==> src/rtl/bnn_infer_ctrl_if.sv <==
// Signal bundle between bnn_infer_ctrl (master) and the image buffer, BNN core and
// result consumer (slave).
interface bnn_infer_ctrl_if #(
    parameter int IMG_BITS = 904,
    parameter int RES_BITS = 4
);
    logic [IMG_BITS-1:0] img_in;
    logic                img_buffer_full;
    logic                bnn_start;
    logic                img_consumed;
    logic [IMG_BITS-1:0] core_img;
    logic                core_start;
    logic                core_done;
    logic [RES_BITS-1:0] core_result;
    logic [RES_BITS-1:0] result_out;
    logic                result_ready;
    logic                result_ack;
    logic                err_timeout;
    logic                busy;

    modport master (
        input  img_in, img_buffer_full, bnn_start, core_done, core_result, result_ack,
        output img_consumed, core_img, core_start, result_out, result_ready, err_timeout, busy
    );

    modport slave (
        output img_in, img_buffer_full, bnn_start, core_done, core_result, result_ack,
        input  img_consumed, core_img, core_start, result_out, result_ready, err_timeout, busy
    );
endinterface

==> src/rtl/bnn_infer_ctrl.sv <==
// BNN inference controller: captures an image, pulses the core, supervises it with a
// timeout and holds the class result for the consumer. BNN_CTRL_PERF_EN adds last_latency.
module bnn_infer_ctrl #(
    parameter int IMG_BITS       = 904,
    parameter int RES_BITS       = 4,
    parameter int DONE_CYCLES    = 16,
    parameter int TIMEOUT_CYCLES = 4096
) (
    input  logic             clk,
    input  logic             rst,
`ifdef BNN_CTRL_PERF_EN
    output logic [15:0]      last_latency,
`endif
    bnn_infer_ctrl_if.master bus
);
    localparam int CNT_MAX = (TIMEOUT_CYCLES > DONE_CYCLES) ? TIMEOUT_CYCLES : DONE_CYCLES;
    localparam int CNT_W   = $clog2(CNT_MAX + 1);
    localparam logic [CNT_W-1:0] TIMEOUT_LAST = CNT_W'(TIMEOUT_CYCLES - 1);
    localparam logic [CNT_W-1:0] DONE_LAST    = CNT_W'(DONE_CYCLES - 1);

    typedef enum logic [2:0] {
        S_IDLE,
        S_LAUNCH,
        S_WAIT,
        S_DONE,
        S_ERR
    } state_t;

    state_t           state, state_d;
    logic [CNT_W-1:0] cnt, cnt_d;
    logic             ready_d, err_d;
    logic             capture, latch_result;

    // NOTE: sequential state uses non-blocking assignments so every register samples pre-edge values.
    always_ff @(posedge clk) begin
        if (rst) begin
            state            <= S_IDLE;
            cnt              <= '0;
            // NOTE: the wide image register is reset as well so core_img reads 0 after reset.
            bus.core_img     <= '0;
            bus.result_out   <= '0;
            bus.result_ready <= 1'b0;
            bus.err_timeout  <= 1'b0;
        end else begin
            state            <= state_d;
            cnt              <= cnt_d;
            bus.result_ready <= ready_d;
            bus.err_timeout  <= err_d;
            if (capture)      bus.core_img   <= bus.img_in;
            if (latch_result) bus.result_out <= bus.core_result;
        end
    end

    // NOTE: every signal gets a default first so no path through the case infers a latch.
    always_comb begin
        state_d          = state;
        cnt_d            = cnt;
        ready_d          = bus.result_ready;
        err_d            = bus.err_timeout;
        capture          = 1'b0;
        latch_result     = 1'b0;
        bus.img_consumed = 1'b0;
        bus.core_start   = 1'b0;

        unique case (state)
            S_IDLE: begin
                if (bus.img_buffer_full && bus.bnn_start) begin
                    capture          = 1'b1;
                    bus.img_consumed = 1'b1;
                    state_d          = S_LAUNCH;
                end
            end
            S_LAUNCH: begin
                bus.core_start = 1'b1;
                cnt_d          = '0;
                state_d        = S_WAIT;
            end
            S_WAIT: begin
                // Done is tested first so a result on the last allowed cycle still wins.
                if (bus.core_done) begin
                    latch_result = 1'b1;
                    ready_d      = 1'b1;
                    cnt_d        = '0;
                    state_d      = S_DONE;
                end else if (cnt == TIMEOUT_LAST) begin
                    err_d   = 1'b1;
                    state_d = S_ERR;
                end else begin
                    cnt_d = cnt + CNT_W'(1);
                end
            end
            S_DONE: begin
                if (bus.result_ack || cnt == DONE_LAST) begin
                    ready_d = 1'b0;
                    state_d = S_IDLE;
                end else begin
                    cnt_d = cnt + CNT_W'(1);
                end
            end
            S_ERR: begin
                if (bus.result_ack) begin
                    err_d   = 1'b0;
                    state_d = S_IDLE;
                end
            end
            default: state_d = S_IDLE;
        endcase

        // Reset dominates: no handshake pulse may escape during a reset cycle.
        if (rst) begin
            bus.img_consumed = 1'b0;
            bus.core_start   = 1'b0;
        end
    end

    assign bus.busy = (state != S_IDLE);

`ifdef BNN_CTRL_PERF_EN
    // lat_cnt equals the number of cycles since core_start while in WAIT.
    logic [15:0] lat_cnt;

    always_ff @(posedge clk) begin
        if (rst) begin
            lat_cnt      <= '0;
            last_latency <= '0;
        end else begin
            if (state == S_LAUNCH) begin
                lat_cnt <= 16'd1;
            end else if (state == S_WAIT && lat_cnt != 16'hFFFF) begin
                lat_cnt <= lat_cnt + 16'd1;
            end
            if (latch_result) last_latency <= lat_cnt;
        end
    end
`endif
endmodule

==> src/flat_wrapper.sv <==
// flat-port wrapper written by rule: the top's interface ports become plain ports
module bnn_infer_ctrl_flat 
#(
    parameter int IMG_BITS       = 904,
    parameter int RES_BITS       = 4,
    parameter int DONE_CYCLES    = 16,
    parameter int TIMEOUT_CYCLES = 4096
)
  (clk, rst, bus_img_in, bus_img_buffer_full, bus_bnn_start, bus_core_done, bus_core_result, bus_result_ack, bus_img_consumed, bus_core_img, bus_core_start, bus_result_out, bus_result_ready, bus_err_timeout, bus_busy);
  bnn_infer_ctrl_if #(.IMG_BITS(IMG_BITS), .RES_BITS(RES_BITS)) bus_i ();
  input  logic clk;
  input  logic rst;
  input wire logic [$bits(bus_i.img_in)-1:0] bus_img_in;
  input wire logic [$bits(bus_i.img_buffer_full)-1:0] bus_img_buffer_full;
  input wire logic [$bits(bus_i.bnn_start)-1:0] bus_bnn_start;
  input wire logic [$bits(bus_i.core_done)-1:0] bus_core_done;
  input wire logic [$bits(bus_i.core_result)-1:0] bus_core_result;
  input wire logic [$bits(bus_i.result_ack)-1:0] bus_result_ack;
  output wire logic [$bits(bus_i.img_consumed)-1:0] bus_img_consumed;
  output wire logic [$bits(bus_i.core_img)-1:0] bus_core_img;
  output wire logic [$bits(bus_i.core_start)-1:0] bus_core_start;
  output wire logic [$bits(bus_i.result_out)-1:0] bus_result_out;
  output wire logic [$bits(bus_i.result_ready)-1:0] bus_result_ready;
  output wire logic [$bits(bus_i.err_timeout)-1:0] bus_err_timeout;
  output wire logic [$bits(bus_i.busy)-1:0] bus_busy;
  assign bus_i.img_in = bus_img_in;
  assign bus_i.img_buffer_full = bus_img_buffer_full;
  assign bus_i.bnn_start = bus_bnn_start;
  assign bus_i.core_done = bus_core_done;
  assign bus_i.core_result = bus_core_result;
  assign bus_i.result_ack = bus_result_ack;
  assign bus_img_consumed = bus_i.img_consumed;
  assign bus_core_img = bus_i.core_img;
  assign bus_core_start = bus_i.core_start;
  assign bus_result_out = bus_i.result_out;
  assign bus_result_ready = bus_i.result_ready;
  assign bus_err_timeout = bus_i.err_timeout;
  assign bus_busy = bus_i.busy;
  bnn_infer_ctrl #(.IMG_BITS(IMG_BITS), .RES_BITS(RES_BITS), .DONE_CYCLES(DONE_CYCLES), .TIMEOUT_CYCLES(TIMEOUT_CYCLES)) u_core (.clk(clk), .rst(rst), .bus(bus_i));
endmodule
==> config.mk <==
export PLATFORM = sky130hd
export DESIGN_NAME = bnn_infer_ctrl_flat
export DESIGN_NICKNAME = d
export VERILOG_FILES = /design/src/rtl/bnn_infer_ctrl_if.sv /design/src/rtl/bnn_infer_ctrl.sv /design/src/flat_wrapper.sv
export SDC_FILE = /design/constraint.sdc
export NUM_CORES = 2
export LEC_CHECK = 0
export ABC_CLOCK_PERIOD_IN_PS = 1850
export CAP_MARGIN = 15
export CORE_AREA = 2 2 719 721
export CTS_BUF_LIST = sky130_fd_sc_hd__clkbuf_8
export CTS_CLUSTER_DIAMETER = 40
export DETAILED_ROUTE_END_ITERATION = 8
export DIE_AREA = 0 0 721 723
export GPL_ROUTABILITY_DRIVEN = 0
export PLACE_DENSITY = 0.3
export SLEW_MARGIN = 10
export SYNTH_ARGS = -nofsm -noshare
export SYNTH_HDL_FRONTEND = slang
export SYNTH_SLANG_ARGS = --single-unit
==> constraint.sdc <==
create_clock -name clk -period 1.85 [get_ports clk]
set_input_delay 0.185 -clock clk [delete_from_list [all_inputs] [get_ports clk]]
set_output_delay 0.185 -clock clk [all_outputs]
set_load 0.02 [all_outputs]
==> run_results.csv <==
group,metric,value,unit
run_status,status,"finished with violations",
run_status,violations,"negative setup slack",
global_route,use_met1,16.4,%
global_route,use_met2,24.3,%
final_layout,layout_common_cells,"1812 x nand2_1, 927 x dlygate4sd3_1, 912 x clkdlybuf4s50_1",
logic_synthesis,synth_flop_cell,"dfxtp_1",
critical_path,timing.rr.start,"u_core.state[0]",
logic_synthesis,synth_top_area_cell,"dfxtp_1",
logic_synthesis,yosysWarnings,0,
die,io_pins,1827,
cts,cts_root_buf,"clkbuf_8",
min_path,hold_path.class,"in2reg",
drt,dr.pass1.iters,6,
die,die_area,521000,um2
die,rows,264,
cts,cts_tree,"done",
sta,setup_viol,783,
logic_synthesis,syn_nets,4983,
sta,layout_setup_ws,-0.614,ns
logic_synthesis,synth_top_area_share,58.1,%
run,max-cap-violations,0,
die,die_height,723,um
sta,fin_crit_sh,133,%
logic_synthesis,async_reset_ff_share,0,%
logic_synthesis,syn_avg_cell_area,7.85,um2
cts,cts_inserted_buffers,273,
critical_path,reg2reg_slack,-0.20,ns
drt,drc,0,
drt,drt_first_iter_violations,2727,
logic_synthesis,ys_types,44,
sta,slew_violations,0,
placement,hpwl,336000,um
cts,clockBufferDepth,4,
drt,via_count,43134,
critical_path,crit_type,"reg2out",
sta,rsz0062_at_grt,"true",
die,initial_core_util,6.21,%
cts,cts_htree_levels,5,
final_layout,drive_above_1_share,34.3,%
die,die_x,721,um
logic_synthesis,synth_area,31900,um2
logic_synthesis,synth-edff-count,0,
power_and_ir_drop,leakagePower,29.4,nW
global_route,top_usage_layer,"met2",
global_route,first_global_vias,43228,
critical_path,crit_path_end_kind,"output pin",
final_layout,area_growth,148,%
critical_path,required,1.66,ns
sta,relSlewSlack,43.0,%
sta,tns,-69.75,ns
logic_synthesis,synth_cells,4068,
placement,port-buffer-count,1826,
sta,skew,0.0920,ns
drt,wl_per_cell,27.9,um
critical_path,cp_max_fo,2,
drt,vias_per_cell,3.03,
cts,cts.clk_slew.worst_paths,0.04,ns
sta,tightestPinTransition,0.852,ns
global_route,use_met3,6.17,%
power_and_ir_drop,power_density,1040,nW/um2
logic_synthesis,ys_seq_area_share,58.1,%
sta,hold_violations,0,
cts,clkLatencyLatePin,1.09,ns
critical_path,r2r_end,"u_core.bus.core_img[459]",
critical_path,critPathLaunch,"u_core.state[2]",
logic_synthesis,netlist_top_cells_area,"dfxtp_1 58%, nand2_1 21%, a21oi_1 14%",
die,fp.coreArea,515000,um2
power_and_ir_drop,vdd_drop_max,0.608,mV
drt,detail_route.wirelength,397000,um
sta,fin_crit,2.46,ns
final_layout,fin_nets,8052,
placement,post-place-ws,-0.395,ns
global_route,overflow,0,
critical_path,cp-endpoint,"bus_img_consumed",
global_route,grt_max_degree,104,
drt,ant_nets,0,
critical_path,cp.arrival,2.28,ns
sta,fmax,406,MHz
critical_path,startpoint_type,"flop",
global_route,antenna_found_initial,334,
final_layout,mostFrequentLayoutCell,"nand2_1",
global_route,grt_pass1_wl,487000,um
logic_synthesis,ys_ff_latch,926,
min_path,whs_path_depth,8,
global_route,grt_use_total,14.4,%
cts,cts.sinks,926,
critical_path,r2r_cells,9,
flip-flops by register name, indices dropped and copies added (netlist names):
name and flops:
u_core.bus.result_out 4, u_core.cnt 13, u_core.state 3, u_core.bus.err_timeout 1, u_core.bus.result_ready 1, u_core.bus.core_img 904
synth_stat cells, drive strengths merged, types with 2 or more instances:
master,n
nor2,14
a21o,2
clkbuf,190
mux2i,10
o22ai,3
and3,2
nand4,9
nor4,2
a31oi,4
nand3,6
nand2,1818
a311oi,2
buf,118
a21oi,915
nand2b,12
and4,2
nor2b,2
dfxtp,926
nor3,7
nand3b,2
o21ai,7
how the worst min path moves through the flow:
stage                                         from                       end  slack [ns]
after global routing                           rst             u_core.cnt[9]        0.06
after floorplan                     bus_result_ack    u_core.bus.err_timeout        0.30
after detailed placement   u_core.bus.core_img[33]   u_core.bus.core_img[33]        0.45
final                                          rst             u_core.cnt[9]        0.18
after global placement    u_core.bus.core_img[100]  u_core.bus.core_img[100]        0.44
after CTS                          bus_img_in[118]  u_core.bus.core_img[118]       0.005
metrics by stage:
stage | area [um2] | instances | power, W | util [%] | hold slack, ns
6_report | 79000 | 14239 | 0.0825 | 15.4 | 0.175
5_1_grt | 78900 | 14181 | 0.0864 | 15.3 | 0.0592
4_1_cts | 78400 | 14107 | 0.0839 | 15.2 | 0.00464
3_5_place_dp | 60100 | 12643 | 0.0455 | 11.7 | 0.445
3_3_place_gp | 60100 | 12643 | 0.0456 | 11.7 | 0.441
2_1_floorplan | 31900 | 4068 | 0.0314 | - | 0.301
final cells by class:
cell class / count / area, um2
sequential: 926 / 19700
fill: 58619 / 436000
inverter: 1 / 8.76
tap: 6783 / 8490
timing repair buffer: 3102 / 32300
multi-input combinational: 2833 / 12200
clock buffer: 330 / 4540
clock inverter: 149 / 1510
antenna: 115 / 288
critical path, stage by stage (launching register included):
cell	delay (ns)
dfxtp_2	0.32
nor3_2	0.16
buf_4	0.14
buf_8	0.11
nand3_4	0.07
buf_12	0.14
buf_16	0.12
nor2_4	0.08
buf_6	0.13
power breakdown:
part	internal, W	switching, W	total [W]
sequential	0.0227	0.00194	0.0246
combinational	0.0106	0.0140	0.0247
clock	0.0200	0.0133	0.0333
cell families after synthesis:
| group | Yosys count | share of synthesized area, % |
|---|---|---|
| adder cells (fa/ha/maj) | 1 | 0.0392 |
| XOR/XNOR | 1 | 0.0274 |
| buffers and inverters | 309 | 4.11 |
| AO/OA/AOI/OAI | 939 | 14.8 |
| flip-flops | 926 | 58.1 |
| multiplexers | 10 | 0.313 |
| AND/OR/NAND/NOR | 1882 | 22.6 |
per-layer routing:
metal,part of all wire [%],wire (um),vias to the layer above
li1,-,-,19535
met3,10,40100,850
met2,47,187000,2184
met1,39,155000,20485
met4,3.7,14800,80
met5,0.18,706,-
what timing repair did:
| action | 4_1_cts | 5_1_grt |
|---|---|---|
| pin swaps | 3 | 3 |
| gates resized for setup | 6339 | 26 |
| hold buffers | 935 | 0 |
| endpoints found under the hold margin | 926 | 0 |
| setup endpoints to repair | 1597 | 1226 |
| setup buffers | 50 | 11 |
| cloned | 0 | 8 |
Note: power is estimated with default switching activity, not from simulation.
